<file path="config.mk">
export PLATFORM = sky130hd
export DESIGN_NAME = sram_arbiter
export DESIGN_NICKNAME = d
export VERILOG_FILES = /design/src/rtl/sram_pkg.sv /design/src/rtl/rr_arb2.sv /design/src/rtl/sram_arbiter.sv
export SDC_FILE = /design/constraint.sdc
export NUM_CORES = 1
export LEC_CHECK = 0
export BUFFER_PORTS_ARGS = -buffer_cell sky130_fd_sc_hd__buf_2
export CAP_MARGIN = 20
export CORE_MARGIN = 3
export CORE_UTILIZATION = 40
export CTS_CLUSTER_DIAMETER = 60
export DETAILED_ROUTE_END_ITERATION = 10
export GPL_TIMING_DRIVEN = 0
export PLACE_DENSITY = 0.77
export SLEW_MARGIN = 0
export SYNTH_ARGS = -nofsm -noshare
export SYNTH_HDL_FRONTEND = slang
export SYNTH_SLANG_ARGS = --single-unit
</file>
<file path="constraint.sdc">
create_clock -name clk -period 2.3 [get_ports clk]
set_input_delay 0.345 -clock clk [delete_from_list [all_inputs] [get_ports clk]]
set_output_delay 0.345 -clock clk [all_outputs]
set_load 0.005 [all_outputs]
</file>
<file path="src/rtl/sram_pkg.sv">
// Shared definitions for the SRAM arbiter: state encoding, port ids,
// SRAM command word layout and the command packing helper.
package sram_pkg;

  localparam logic [1:0] S_IDLE = 2'd0;
  localparam logic [1:0] S_LO   = 2'd1;
  localparam logic [1:0] S_HI   = 2'd2;
  localparam logic [1:0] S_TAIL = 2'd3;

  typedef enum logic [1:0] {
    ST_IDLE = S_IDLE,
    ST_LO   = S_LO,
    ST_HI   = S_HI,
    ST_TAIL = S_TAIL
  } state_e;

  localparam logic PORT_I = 1'b0;
  localparam logic PORT_D = 1'b1;

  localparam int MOSI_W       = 36;
  localparam int MOSI_RW      = 35;
  localparam int MOSI_DATA_HI = 34;
  localparam int MOSI_DATA_LO = 19;
  localparam int MOSI_ADDR_HI = 18;
  localparam int MOSI_ADDR_LO = 1;
  localparam int MOSI_HALF    = 0;

  localparam logic [11:0] SRAM_WINDOW = 12'h001;

  // Build one half-word SRAM command word.
  function automatic logic [MOSI_W-1:0] pack_mosi(input logic        rw,
                                                  input logic [15:0] data,
                                                  input logic [17:0] addr,
                                                  input logic        half);
    logic [MOSI_W-1:0] w;
    w = '0;
    w[MOSI_RW]                     = rw;
    w[MOSI_DATA_HI:MOSI_DATA_LO]   = data;
    w[MOSI_ADDR_HI:MOSI_ADDR_LO]   = addr;
    w[MOSI_HALF]                   = half;
    return w;
  endfunction

endpackage

</file>
<file path="src/rtl/rr_arb2.sv">
// Two-way round-robin grant. When both ports request, the port that was
// not granted last wins; last_grant only moves when a grant is issued.
module rr_arb2
  import sram_pkg::*;
(
  input  logic       clk,
  input  logic       rst,
  input  logic [1:0] req_i,
  input  logic       en_i,
  output logic       gnt_valid_o,
  output logic       gnt_port_o
);

  logic last_q, last_d;

  // Grant selection and next value of the last-grant pointer.
  always_comb begin
    gnt_valid_o = en_i & (req_i[PORT_I] | req_i[PORT_D]);
    gnt_port_o  = PORT_I;
    if (req_i[PORT_I] && req_i[PORT_D]) begin
      gnt_port_o = ~last_q;
    end else if (req_i[PORT_D]) begin
      gnt_port_o = PORT_D;
    end else begin
      gnt_port_o = PORT_I;
    end
    last_d = gnt_valid_o ? gnt_port_o : last_q;
  end

  // Last-grant register; after reset the I port counts as last served.
  always_ff @(posedge clk) begin
    if (rst) begin
      last_q <= PORT_I;
    end else begin
      last_q <= last_d;
    end
  end

endmodule

</file>
<file path="src/rtl/sram_arbiter.sv">
// Shares the 16-bit SRAM driver between the instruction-fetch port (I)
// and the load/store port (D). Each granted 32-bit access is issued as a
// low then high half-word command, and read data is reassembled for the
// one-cycle ack. Addresses outside the SRAM window are acked with err.
module sram_arbiter
  import sram_pkg::*;
#(
  parameter logic [11:0] WINDOW = SRAM_WINDOW
) (
  input  logic        clk,
  input  logic        rst,
  input  logic        i_req,
  input  logic [31:0] i_addr,
  output logic        i_ack,
  output logic [31:0] i_rdata,
  input  logic        d_req,
  input  logic        d_rw,
  input  logic [31:0] d_addr,
  input  logic [31:0] d_wdata,
  output logic        d_ack,
  output logic [31:0] d_rdata,
  output logic        err,
  output logic        sram_cs_n,
  output logic [35:0] sram_mosi,
  input  logic [15:0] sram_miso,
  output logic        busy
);

  state_e      state_q, state_d;
  logic        port_q, port_d;
  logic        rw_q, rw_d;
  logic [17:0] addr_q, addr_d;
  logic [31:0] wdata_q, wdata_d;
  logic [15:0] rd_lo_q, rd_lo_d;
  logic        cs_n_q, cs_n_d;
  logic [35:0] mosi_q, mosi_d;
  logic        i_ack_q, i_ack_d;
  logic        d_ack_q, d_ack_d;
  logic        err_q, err_d;

  logic        gnt_valid_s, gnt_port_s, arb_en_s;
  logic        sel_rw_s, sel_in_win_s;
  logic [31:0] sel_addr_s, sel_wdata_s;
  logic        unused_addr_bits_s;

  assign unused_addr_bits_s = ^{i_addr[1:0], d_addr[1:0], sel_addr_s[1:0]};

  // No grant while an error ack is being returned, nor outside IDLE.
  assign arb_en_s = (state_q == ST_IDLE) && !err_q;

  rr_arb2 u_arb (
    .clk         (clk),
    .rst         (rst),
    .req_i       ({d_req, i_req}),
    .en_i        (arb_en_s),
    .gnt_valid_o (gnt_valid_s),
    .gnt_port_o  (gnt_port_s)
  );

  // Request fields of whichever port the arbiter picked this cycle.
  always_comb begin
    if (gnt_port_s == PORT_D) begin
      sel_rw_s    = d_rw;
      sel_addr_s  = d_addr;
      sel_wdata_s = d_wdata;
    end else begin
      sel_rw_s    = 1'b0;
      sel_addr_s  = i_addr;
      sel_wdata_s = 32'd0;
    end
    sel_in_win_s = (sel_addr_s[31:20] == WINDOW);
  end

  // Sequencer next state; SRAM command and ack registers are set up one
  // cycle ahead so they appear in the LO/HI/TAIL cycles themselves.
  always_comb begin
    state_d = state_q;
    port_d  = port_q;
    rw_d    = rw_q;
    addr_d  = addr_q;
    wdata_d = wdata_q;
    rd_lo_d = rd_lo_q;
    cs_n_d  = 1'b1;
    mosi_d  = 36'd0;
    i_ack_d = 1'b0;
    d_ack_d = 1'b0;
    err_d   = 1'b0;
    case (state_q)
      ST_IDLE: begin
        if (gnt_valid_s) begin
          port_d  = gnt_port_s;
          rw_d    = sel_rw_s;
          addr_d  = sel_addr_s[19:2];
          wdata_d = sel_wdata_s;
          if (sel_in_win_s) begin
            state_d = ST_LO;
            cs_n_d  = 1'b0;
            mosi_d  = pack_mosi(sel_rw_s, sel_wdata_s[15:0], sel_addr_s[19:2], 1'b0);
          end else begin
            err_d   = 1'b1;
            i_ack_d = (gnt_port_s == PORT_I);
            d_ack_d = (gnt_port_s == PORT_D);
          end
        end else begin
          state_d = ST_IDLE;
        end
      end
      ST_LO: begin
        state_d = ST_HI;
        cs_n_d  = 1'b0;
        mosi_d  = pack_mosi(rw_q, wdata_q[31:16], addr_q, 1'b1);
      end
      ST_HI: begin
        state_d = ST_TAIL;
        rd_lo_d = sram_miso;
        i_ack_d = (port_q == PORT_I);
        d_ack_d = (port_q == PORT_D);
      end
      ST_TAIL: begin
        state_d = ST_IDLE;
      end
      default: begin
        state_d = ST_IDLE;
      end
    endcase
  end

  // State, latched request and registered output updates.
  always_ff @(posedge clk) begin
    if (rst) begin
      state_q <= ST_IDLE;
      port_q  <= PORT_I;
      rw_q    <= 1'b0;
      addr_q  <= 18'd0;
      wdata_q <= 32'd0;
      rd_lo_q <= 16'd0;
      cs_n_q  <= 1'b1;
      mosi_q  <= 36'd0;
      i_ack_q <= 1'b0;
      d_ack_q <= 1'b0;
      err_q   <= 1'b0;
    end else begin
      state_q <= state_d;
      port_q  <= port_d;
      rw_q    <= rw_d;
      addr_q  <= addr_d;
      wdata_q <= wdata_d;
      rd_lo_q <= rd_lo_d;
      cs_n_q  <= cs_n_d;
      mosi_q  <= mosi_d;
      i_ack_q <= i_ack_d;
      d_ack_q <= d_ack_d;
      err_q   <= err_d;
    end
  end

  // The high half only arrives from the driver in TAIL, so read data is
  // assembled combinationally in that cycle.
  always_comb begin
    i_rdata = 32'd0;
    d_rdata = 32'd0;
    if (state_q == ST_TAIL) begin
      if (port_q == PORT_I) begin
        i_rdata = {sram_miso, rd_lo_q};
      end else if (!rw_q) begin
        d_rdata = {sram_miso, rd_lo_q};
      end else begin
        d_rdata = 32'd0;
      end
    end else begin
      i_rdata = 32'd0;
    end
  end

  assign sram_cs_n = cs_n_q;
  assign sram_mosi = mosi_q;
  assign i_ack     = i_ack_q;
  assign d_ack     = d_ack_q;
  assign err       = err_q;
  assign busy      = (state_q != ST_IDLE);

endmodule

</file>
Yosys cells after proc, flatten, opt, wreduce, memory -nomap -nowiden:

Index checks and enable logic that the tools add are counted.
Widths: inputs -> output; s select.

* bits of input ports: 117
* register bits after elaboration: 111
* word-level logic and storage cells: 56
* output and inout bits: 105

* reduce and logical (&&, ||, !) cells: 7
* muxes and demuxes: 25
* bitwise logic cells: 7
* equal/unequal tests: 5

Operators with widths (number)
* $mux 32: 7
* $mux 36: 2
* $pmux 36 s2: 1
* $eq 12x1->1 const B: 1
* $mux 1: 9
* $pmux 2 s4: 1
* $pmux 1 s2: 3
* $not 1->1: 5
* $eq 2x2->1 const B: 2
* $mux 2: 2
* $ne 3x3->1 const B: 1
* $reduce_or 3->1: 1
* $eq 2x1->1 const B: 1
* $logic_and 1x1->1: 2
* $logic_not 2->1: 1
* $reduce_and 2->1: 1
* $reduce_bool 2->1: 1
* $and 1x1->1: 1
* $logic_not 1->1: 1
* $or 1x1->1: 1

Longest topological paths before layout:

Gate-level depths: netlist (run 1).

* word-level depth: 7
* mapped depth: 8
* mapped depth without buffers: 6

Hierarchy:

A second synthesis (run 1) with hierarchy kept.

* cell total of the unflattened synthesis: 476
* area, all modules: 4141.5 µm²

Modules (own cells, without submodules)
* sram_arbiter: area each 4080.2 µm², instances 1, cells an instance 470, seq. area each 1881.8 µm²
* rr_arb2: area each 61.3 µm², instances 1, cells an instance 6, seq. area each 20.0 µm²

Worst setup path before layout (run 1):

Ideal clock, no wire load.

* path kind: input -> register
* from: in d_addr[28]
* to: reg mosi_q[10], in the netlist sram_mosi[10]
* required time: 2232 ps
* setup slack: -68 ps
* cell stages on the path: 6
* path buffers: 2
* setup time: 68 ps
* data arrival time: 2300 ps
* cell sequence: or4_1 -> or4_1 -> buf_2 -> a2111o_1 -> buf_6 -> o21ai_2

* cells in the longest elaborated chain, start to end: 5

Ends and longest elaborated chain
* from (decl): line sram_arbiter.sv:18 `input logic [31:0] d_addr,`
* $mux 32: line sram_arbiter.sv:62 `if (gnt_port_s == PORT_D) begin`
* $eq 12x1->1: line sram_arbiter.sv:71 `sel_in_win_s = (sel_addr_s[31:20] == WINDOW);`
* $mux 36: line sram_arbiter.sv:95 `if (sel_in_win_s) begin`
* $mux 36: line sram_arbiter.sv:90 `if (gnt_valid_s) begin`
* $pmux 36 s2: line sram_arbiter.sv:88 `case (state_q)`
* to (signal assigned): line sram_arbiter.sv:150 `mosi_q <= mosi_d;`
* to (decl): line sram_arbiter.sv:36 `logic [35:0] mosi_q, mosi_d;`

Every way passes these cells.
A chain may end at the register's enable or synchronous reset.

Final worst setup path (run 1):

* from: in d_addr[24]
* to: reg mosi_q[18], in the netlist sram_mosi[18]

Same word-level chain as after synthesis.

==> out/metrics.yaml, run 1 <==
placement:
  hpwl_um: 8500
  io_buffers: 217
  gp_congestion: 0.790
power_and_ir_drop:
  power.leakage_nw: 2.68
  pwr_density_cell_mw_per_mm2: 890
  internal-power_mw: 3.10
  clkPwrFrac_pct: 21.9
  seq_power_share_pct: 47.4
  peakVddDrop_mv: 0.429
  switching_share_pct: 34.9
  p_comb_share_pct: 30.8
  power.switching_mw: 1.66
clock_tree:
  cts_tree: "done"
  cts_hold_buf: 0
  clk_pin_slew_ns: 0.10
  cts.path.max_buffers: 2
  cts_buffers: 9
  cts_setup_buffers: 0
  cts-htree-levels: 3
  root_buffer: "clkbuf_8"
  clk_latency_ns: 0.36
  cts_num_sinks: 95
detailed_routing:
  dr_total_vias: 3666
  wl_per_cell_um: 14.2
  drtAntennaViolNets: 0
  drt_iter0_markers: 97
  wirelength_um: 10800
  drtPass1Iterations: 4
  drc: 0
  vias_per_cell: 4.82
critical_path:
  rr_startpoint: "u_arb.last_q"
  cp_cell_sequence: "buf_2 > or4_4 > or4_4 > buf_6 > a2111o_1 > buf_6 > o21ai_2"
  start_kind: "primary input"
  crit_slowest_cell: "or4_4"
  cpLargestDelayFamily: "simple AND/OR/NAND/NOR gates"
  worstRegToRegCells: 6
  rrSetupSlack_ns: 0.13
  cp_max_fo: 10
  critPathKind: "primary input to flop"
  crit_path_end_kind: "flop"
  arrival_ns: 2.50
  crit_required_ns: 2.59
  critPathBufInv: 3
  path_depth: 7
  r2r-end: "sram_mosi[18]"
  endpoint: "sram_mosi[18]"
  cp-startpoint: "d_addr[24]"
  max_stage_delay_ns: 0.53
global_routing:
  grt_max_degree: 18
  grt_pass1_wl_um: 17100
  track_usage_pct: 19.1
  antenna_found_initial: 0
  grt_pass1_vias: 3533
  overflow: 0
sta:
  fin_crit_ns: 2.22
  whs_ns: 0.188
  fin_skew_ns: 0.0139
  fin_crit_sh_pct: 96.4
  finalSetupViolCount: 0
  fmax_mhz: 451
  rsz0062_at_grt: "yes"
  setup_tns_ns: 0
  slew_viol_final: 0
  hold_viol: 0
  relSlewSlack_pct: 47.1
  worstMarginPinSlew_ns: 0.793
floorplan:
  die_w_um: 104
  core_sq_mm: 0.00933
  io_pins: 222
  dieArea_sq_mm: 0.0109
  initial_core_util_pct: 41.6
  num_rows: 35
  die_h_um: 104
finish:
  nets: 748
  num_antenna_cells: 0
  final_layout_size_suffix_gt1_share_pct: 41.1
  area_delta_synth_final_pct: 37.8
yosys:
  syn_area_sq_mm: 0.00388
  avgSynthCellArea_sq_um: 9.71
  syn_nets: 520
  yosys_warnings: 0
  ys_seq_area_share_pct: 49.1
  synth_seq_cells: 95
  synth_cell_types: 36
  synth_cells: 399
outcome:
  status: "finished, final reports clean"
min_path:
  hold_class: "primary input to flop"
run:
  max-cap-violations: 0
==> registers in the layout, indices dropped and copies added, names as in the netlist <==
name          count
d_ack             1
wdata_q          16
state_q           2
port_q            1
err               1
addr_q           18
sram_mosi        36
sram_cs_n         1
u_arb.last_q      1
i_ack             1
rd_lo_q          16
rw_q              1
==> power by group through the flow <==
stage	combinational [mW]	clock (mW)	sequential, mW
global route	1.66	1.14	2.30
floorplan	0.990	0	2.24
CTS	1.48	1.07	2.25
global placement	1.43	0	2.26
detailed placement	1.48	0	2.28
finish	1.46	1.04	2.25
==> synthesized netlist by cell type (all sizes together) <==
| cell | n | area, sq um |
|---|---|---|
| nand4 | 1 | 6.26 |
| a21oi | 4 | 20.0 |
| nor2b | 4 | 25.0 |
| dfxtp | 95 | 1900 |
| and2 | 64 | 400 |
| or4b | 1 | 10.0 |
| nor3 | 1 | 5.00 |
| a21o | 3 | 22.5 |
| ha | 4 | 50.1 |
| mux2i | 35 | 350 |
| and3 | 1 | 6.26 |
| a211oi | 18 | 135 |
| clkbuf | 22 | 82.6 |
| a2111o | 1 | 11.3 |
| nor4b | 1 | 8.76 |
| nand2b | 4 | 25.0 |
| a21boi | 2 | 18.8 |
| o31ai | 1 | 7.51 |
| o2bb2ai | 1 | 8.76 |
| or4 | 3 | 22.5 |
| nor2 | 39 | 146 |
| nor4 | 4 | 25.0 |
| nand2 | 23 | 86.3 |
| o31a | 1 | 8.76 |
| inv | 4 | 15.0 |
| o21ai | 20 | 138 |
| buf | 7 | 36.3 |
| nand3 | 1 | 5.00 |
| a22o | 32 | 280 |
| o21bai | 1 | 7.51 |
| a21bo | 1 | 10.0 |
==> timing repair <==
action,in CTS,in global routing
gates resized for setup,3,12
pin swaps,0,0
cloned,0,0
endpoints found under the setup margin,23,78
endpoints found under the hold margin,0,0
==> cell type report <==
class,count,area [sq um]
Fill cell,875,3990
Sequential cell,95,1900
Multi-Input combinational cell,271,1850
Timing Repair Buffer,217,1090
Tap cell,129,161
Clock buffer,10,138
Buffer,29,135
Clock inverter,6,50.0
Inverter,4,15.0
==> worst min path at each step <==
stage	start	endpoint	slack, ns	cells after the start
2_1_floorplan	addr_q[0]	sram_mosi[1]	0.43	2
3_3_place_gp	addr_q[16]	sram_mosi[17]	0.44	2
3_5_place_dp	addr_q[12]	sram_mosi[13]	0.44	2
4_1_cts	d_wdata[1]	sram_mosi[20]	0.17	2
5_1_grt	d_wdata[23]	wdata_q[23]	0.17	2
6_report	d_wdata[1]	sram_mosi[20]	0.19	2
==> cells by family after synthesis <==
family          synth area share [%]
buf+inv                         3.45
simple gates                    19.9
compound gates                  17.2
mux                             9.04
fa+ha+maj                       1.29
flops                           49.1
==> metal layers <==
metal,share of wire (%),routed length (um),global-route usage [%]
met1,42,4570,22.9
met2,49,5290,33.0
met3,7.2,778,5.34
met4,1.9,201,6.08
met5,0,0,0
==> through the flow <==
step | worst slack, ns | instances | power [mW] | cell area (sq um) | utilization [%]
floorplan | 0.0125 | 399 | 3.23 | 3890 | -
global placement | -0.267 | 745 | 3.69 | 5140 | 55.1
detailed placement | -0.275 | 745 | 3.76 | 5140 | 55.1
CTS | 0.00156 | 761 | 4.80 | 5330 | 57.1
global route | -0.0289 | 761 | 5.10 | 5340 | 57.3
finish | 0.0839 | 761 | 4.76 | 5340 | 57.3
==> layout by cell type (no fill, tap or decap), types with 3 or more instances in the layout <==
| cell | instances |
|---|---|
| nor2_1 | 38 |
| o21ai_2 | 10 |
| clkbuf_8 | 10 |
| o21ai_0 | 9 |
| buf_1 | 4 |
| mux2i_1 | 35 |
| a211oi_1 | 18 |
| a21o_1 | 3 |
| nand2b_1 | 4 |
| a22o_1 | 32 |
| and2_1 | 64 |
| a21oi_1 | 4 |
| inv_1 | 4 |
| dfxtp_1 | 95 |
| nand2_1 | 23 |
| ha_1 | 4 |
| nor4_1 | 4 |
| clkbuf_1 | 14 |
| buf_2 | 218 |
| nor2b_1 | 3 |
| clkbuf_2 | 8 |
Power figures use the tool's default switching activity.
==> run 2, diff against run 1 <==
- PLACE_DENSITY: 0.77 -> unset
- PLACE_DENSITY_LB_ADDON: unset -> 0.12
==> out/metrics.yaml, run 2 (synthesis results as in run 1) <==
power_and_ir_drop:
  seq_power_share_pct: 46.5  # was 47.4%
  peakVddDrop_mv: 0.674  # was 0.429 mV
  p_comb_share_pct: 30.7  # was 30.8%
  design_power_total_mw: 4.82  # was 4.76 mW
  power.switching_mw: 1.66  # about the same
  pwr_density_cell_mw_per_mm2: 902  # was 890 mW/mm^2
  clkPwrFrac_pct: 22.8  # was 21.9%
  internal-power_mw: 3.17  # was 3.10 mW
  switching_share_pct: 34.3  # was 34.9%
  power.leakage_nw: 2.69  # was 2.68 nW
finish:
  final_layout_size_suffix_gt1_share_pct: 41.0  # was 41.1%
  num_antenna_cells: 0  # unchanged
  nets: 748  # unchanged
  largest_register_ff_count: 36  # unchanged
  layout_commonest_cell: "buf_2"  # unchanged
  area_delta_synth_final_pct: 37.9  # was 37.8%
  final_cell_mix: "buf_2, dfxtp_1, and2_1"  # unchanged
  utilization_pct: 57.3  # about the same
  nFillCells: 877  # was 875
clock_tree:
  cts-htree-levels: 3  # unchanged
  cts.path.max_buffers: 2  # unchanged
  cts_num_sinks: 95  # unchanged
  clk_latency_ns: 0.36  # about the same
  clk_pin_slew_ns: 0.10  # about the same
  cts_hold_buf: 0  # unchanged
  cts_resized: 0  # was 3
  cts_buffers: 9  # unchanged
  cts_tree: "done"  # unchanged
  root_buffer: "clkbuf_8"  # unchanged
  cts_setup_buffers: 0  # unchanged
global_routing:
  antenna_found_initial: 0  # unchanged
  grt_pass1_wl_um: 17500  # was 17100 um
  track_usage_pct: 19.4  # was 19.1%
  overflow: 0  # unchanged
  grt_pass1_vias: 3495  # was 3533
  grt_max_degree: 17  # was 18
sta:
  fin_ws_ns: 0.0744  # was 0.0839 ns
  fin_skew_ns: 0.0140  # was 0.0139 ns
  relSlewSlack_pct: 50.9  # was 47.1%
  finalSetupViolCount: 0  # unchanged
  worstMarginPinSlew_ns: 0.736  # was 0.793 ns
  slew_viol_final: 0  # unchanged
  fin_crit_ns: 2.23  # was 2.22 ns
  fin_crit_sh_pct: 96.8  # was 96.4%
  fmax_mhz: 449  # was 451 MHz
  hold_viol: 0  # unchanged
critical_path:
  crit_path_end_kind: "flop"  # unchanged
  cp_max_fo: 10  # unchanged
  start_kind: "primary input"  # unchanged
  arrival_ns: 2.52  # was 2.50 ns
  crit_slowest_cell: "or4b_1"  # was or4_4
  cp_cell_sequence: "buf_2 > or4b_1 > or4_4 > buf_6 > a2111o_1 > buf_6 > o21ai_2"  # was buf_2 > or4_4 > or4_4 > buf_6 > a2111o_1 > buf_6 > o21ai_2
  path_common_cell: "buf_6"
  crit_required_ns: 2.60  # was 2.59 ns
  cp-startpoint: "d_addr[21]"  # was d_addr[24]
  max_stage_delay_ns: 0.58  # was 0.53 ns
  critPathKind: "primary input to flop"  # unchanged
  rr_startpoint: "u_arb.last_q"  # unchanged
floorplan:
  initial_core_util_pct: 41.6  # unchanged
  dieArea_sq_mm: 0.0109  # unchanged
  num_rows: 35  # unchanged
  die_h_um: 104  # unchanged
  io_pins: 222  # unchanged
  core_sq_mm: 0.00933  # unchanged
  die_w_um: 104  # unchanged
detailed_routing:
  drtAntennaViolNets: 0  # unchanged
  wirelength_um: 10900  # was 10800 um
  drtPass1Iterations: 4  # unchanged
  drt_iter0_markers: 153  # was 97
  dr_total_vias: 3653  # was 3666
  drc: 0  # unchanged
  vias_per_cell: 4.80  # was 4.82
  wl_per_cell_um: 14.3  # was 14.2 um
placement:
  pre_cts_ws_ns: -0.275  # about the same
  io_buffers: 217  # unchanged
  gp_congestion: 0.767  # was 0.790
  hpwl_um: 8300  # was 8500 um
min_path:
  worstHoldStart: "d_wdata[4]"  # was d_wdata[1]
  hold_class: "primary input to flop"  # unchanged
outcome:
  status: "finished, final reports clean"  # unchanged
run:
  max-cap-violations: 0  # unchanged
run 2: cell types whose count changed in the layout (fill, tap and decap cells not counted), sizes merged:
cell | previous run | this run
clkbuf | 32 | 31
clkinvlp | 1 | 0
clkinv | 2 | 4
inv | 7 | 6
bufinv | 0 | 1
run 2: path summary, 6_finish.rpt:
path                                      end  slack, ns  cells past startpoint
worst max-delay path             sram_mosi[9]       0.07                      7
worst min-delay path            sram_mosi[23]       0.18                      2
worst max register to register   sram_mosi[9]       0.14                      6
worst min register to register  sram_mosi[12]       0.46                      2
run 2: worst max-delay path, delay by kind of cell:
kind                   cells  cell delay [ns]
AOI/OAI and AO/OA          2             0.63
buffers and inverters      3             0.46
and+or+nand+nor            2             1.09
run 2: per-stage QoR:
| stage | setup TNS [ns] | instances | instance area (sq um) | hold slack (ns) |
|---|---|---|---|---|
| finish | 0 | 761 | 5350 | 0.183 |
| global route | -0.0128 | 761 | 5350 | 0.166 |
| CTS | 0 | 761 | 5330 | 0.171 |
| detailed placement | -5.46 | 745 | 5140 | 0.448 |
| global placement | -5.70 | 745 | 5140 | 0.438 |
| floorplan | 0 | 399 | 3890 | 0.426 |
run 2: layout make-up:
class                   count  area, sq um  share of cell area, %
plain buffers              29          134                   2.50
clock buffers               9          124                   2.32
clock inverters             7         71.3                   1.33
inverters                   4         15.0                  0.281
multi-input cells         271         1850                   34.7
flip-flops and latches     95         1900                   35.6
well taps                 129          161                   3.02
repair buffers            217         1090                   20.3
run 2: power groups by stage:
stage               registers [mW]  logic (mW)  clock network, mW
detailed placement            2.28        1.48                  0
floorplan                     2.24       0.990                  0
CTS                           2.24        1.49               1.13
global placement              2.26        1.44                  0
finish                        2.24        1.48               1.10
global route                  2.30        1.66               1.20
run 2: metal layers:
metal / GRT usage, % / part of all wire, % / vias up
met1: 24.7 / 45 / 1653
li1: - / - / 1834
met3: 5.46 / 7.3 / 17
met4: 6.55 / 1.9 / 0
met2: 31.6 / 46 / 149
met5: 0 / 0 / -
==> run 3, diff against run 2 <==
- CORE_UTILIZATION: 40 -> 41
- SYNTH_HIERARCHICAL: unset -> 1
==> out/metrics.yaml, run 3 <==
outcome:
  status: "finished, final reports clean"  # unchanged
sta:
  fin_crit_ns: 2.08  # was 2.23 ns
  worstMarginPinSlew_ns: 0.558  # was 0.736 ns
  fmax_mhz: 480  # was 449 MHz
  slew_viol_final: 0  # unchanged
  rsz0062_at_grt: "no"
  fin_crit_sh_pct: 90.5  # was 96.8%
  hold_viol: 0  # unchanged
  fin_skew_ns: 0.0167  # was 0.0140 ns
  relSlewSlack_pct: 62.8  # was 50.9%
  finalSetupViolCount: 0  # unchanged
detailed_routing:
  vias_per_cell: 4.97  # was 4.80
  drtPass1Iterations: 5  # was 4
  dr_wl_met2_um: 6200  # was 5040 um
  drtAntennaViolNets: 0  # unchanged
  dr_total_vias: 4188  # was 3653
  met1_length_um: 5120  # was 4870 um
  wl_per_cell_um: 14.6  # was 14.3 um
  top_layer: "met4"  # unchanged
  wl_met3_um: 955  # was 798 um
  drc: 0  # unchanged
  wirelength_um: 12300  # was 10900 um
  drt_iter0_markers: 218  # was 153
floorplan:
  core_sq_mm: 0.00982  # was 0.00933 sq mm
  num_rows: 36  # was 35
  initial_core_util_pct: 42.2  # was 41.6%
  die_h_um: 107  # was 104 um
  dieArea_sq_mm: 0.0113  # was 0.0109 sq mm
  io_pins: 222  # unchanged
  die_w_um: 107  # was 104 um
critical_path:
  cp_max_fo: 10  # unchanged
  crit_required_ns: 2.57  # was 2.60 ns
  max_stage_delay_ns: 0.40  # was 0.58 ns
  arrival_ns: 2.35  # was 2.52 ns
  rrSetupSlack_ns: 0.22  # was 0.14 ns
  path_common_cell: "inv_1"  # was buf_6
  critPathKind: "flop to flop"  # was primary input to flop
  start_kind: "flop"  # was primary input
  cp_cell_sequence: "inv_1 > ha_4 > inv_1 > nor2_2 > o21a_1 > and2_1 > buf_1 > nand4_1 > a21oi_1"  # was buf_2 > or4b_1 > or4_4 > buf_6 > a2111o_1 > buf_6 > o21ai_2
  cp-startpoint: "state_q[0]"  # was d_addr[21]
  rr_startpoint: "state_q[0]"  # was u_arb.last_q
  crit_slowest_cell: "buf_1"  # was or4b_1
  worstRegToRegCells: 9  # was 6
  crit_path_end_kind: "flop"  # unchanged
yosys:
  syn_area_sq_mm: 0.00414  # was 0.00388 sq mm
  yosys_warnings: 6  # was 0
  synth.area.top_cells: "dfxtp_1, and2_1, mux2i_1"  # unchanged
  ys_seq_area_share_pct: 45.9  # was 49.1%
  avgSynthCellArea_sq_um: 8.70  # was 9.71 sq um
  synth_top_cell_area_share_pct: 45.9  # was 49.1%
  ys.flop_type: "dfxtp_1"  # unchanged
  synth-edff-count: 0  # unchanged
  synthMostInstantiatedCell: "dfxtp_1"  # unchanged
  yosys.area.top_type: "dfxtp_1"  # unchanged
  synth_cells: 476  # was 399
  syn_nets: 597  # was 520
  synth_seq_cells: 95  # unchanged
  async_flop_share_pct: 0  # unchanged
  synth_cell_types: 40  # was 36
  synth_common_cells: "dfxtp_1, and2_1, a21oi_1"  # was dfxtp_1, and2_1, nor2_1
finish:
  nets: 826  # was 748
  num_antenna_cells: 0  # unchanged
  final_layout_size_suffix_gt1_share_pct: 38.3  # was 41.0%
  largest_register_ff_count: 36  # unchanged
  fin_cells: 843  # was 761
  utilization_pct: 57.2  # was 57.3%
  area_delta_synth_final_pct: 35.6  # was 37.9%
  layout_commonest_cell: "buf_2"  # unchanged
  final_cell_mix: "buf_2, dfxtp_1, and2_1"  # unchanged
  nFillCells: 963  # was 877
placement:
  hpwl_um: 9590  # was 8300 um
  gp_congestion: 0.776  # was 0.767
  io_buffers: 217  # unchanged
  dp.cells: 826  # was 745
global_routing:
  grt_pass1_vias: 4069  # was 3495
  overflow: 0  # unchanged
  grt_max_degree: 17  # unchanged
  antenna_found_initial: 0  # unchanged
  grt_pass1_wl_um: 19500  # was 17500 um
  track_usage_pct: 21.1  # was 19.4%
min_path:
  holdPathStages: 2  # unchanged
  worstHoldStart: "rst"  # was d_wdata[4]
  hold_class: "primary input to flop"  # unchanged
power_and_ir_drop:
  power.leakage_nw: 2.73  # was 2.69 nW
  pwr_density_cell_mw_per_mm2: 549  # was 902 mW/mm^2
  peakVddDrop_mv: 0.348  # was 0.674 mV
clock_tree:
  cts_num_sinks: 95  # unchanged
  cts.path.max_buffers: 2  # unchanged
  root_buffer: "clkbuf_8"  # unchanged
  cts_hold_buf: 0  # unchanged
  cts_tree: "done"  # unchanged
  cts-htree-levels: 3  # unchanged
  clk_pin_slew_ns: 0.09  # was 0.10 ns
  clk_latency_ns: 0.36  # about the same
  cts_buffers: 9  # unchanged
run:
  max-cap-violations: 0  # unchanged
-- run 3: cells by family (layout without fill, tap and decap cells) --
family / after synthesis / in the layout / share of synthesized area [%]
adder cells (fa/ha/maj): 4 / 4 / 1.21
multiplexers: 35 / 35 / 8.46
AO/OA/AOI/OAI: 100 / 100 / 14.6
AND/OR/NAND/NOR: 200 / 200 / 25.3
flip-flops: 95 / 95 / 45.9
buffers and inverters: 42 / 276 / 4.50
-- run 3: power breakdown --
group | internal, mW | leakage, nW | switching [mW]
logic | 0.159 | 1.88 | 0.200
registers | 1.69 | 0.771 | 0.0264
clock network | 0.406 | 0.0810 | 0.599
total | 2.26 | 2.73 | 0.826
-- run 3: area by class of cell --
class / instances / area (sq um) / area share, %
Multi-Input combinational cell: 339 / 2080 / 37.0
Clock inverter: 5 / 41.3 / 0.735
Timing Repair Buffer: 218 / 1090 / 19.5
Tap cell: 133 / 166 / 2.96
Inverter: 3 / 11.3 / 0.201
Clock buffer: 11 / 131 / 2.34
Sequential cell: 95 / 1900 / 33.9
Buffer: 39 / 194 / 3.45
-- run 3: layer usage --
| layer | vias up | global-route usage (%) |
|---|---|---|
| met4 | 0 | 4.75 |
| met3 | 7 | 4.43 |
| met2 | 167 | 38.1 |
| li1 | 2059 | - |
| met5 | - | 0 |
| met1 | 1955 | 25.7 |
-- run 3: worst paths after layout --
kind,endpoint
max,sram_mosi[35]
max reg2reg,sram_mosi[35]
min reg2reg,sram_mosi[18]
min,u_arb/last_q
-- run 3: critical path, delay by kind of cell (launching register included) --
family	cells	cell delay, ns
DFF	1	0.36
buffers and inverters	3	0.60
and+or+nand+nor	3	0.49
adders and majority gates	1	0.18
AOI/OAI and AO/OA	2	0.38
-- run 3: stage by stage --
step                cell area (sq um)  hold slack [ns]  power, mW  TNS (ns)  setup WS (ns)
finish                           5620            0.179       3.08         0          0.218
floorplan                        4140            0.407       1.93         0          0.303
global placement                 5390            0.439       2.10     -1.34         -0.168
CTS                              5580            0.160       3.11         0         0.0278
detailed placement               5390            0.447       2.11     -2.03         -0.199
global route                     5620            0.162       3.23         0         0.0191
-- run 3: repair_timing --
| action | 4_1_cts | 5_1_grt |
|---|---|---|
| endpoints found under the setup margin | 64 | 121 |
| pin swaps | 0 | 1 |
| gates resized for setup | 8 | 18 |
| buffers inserted | 0 | 1 |
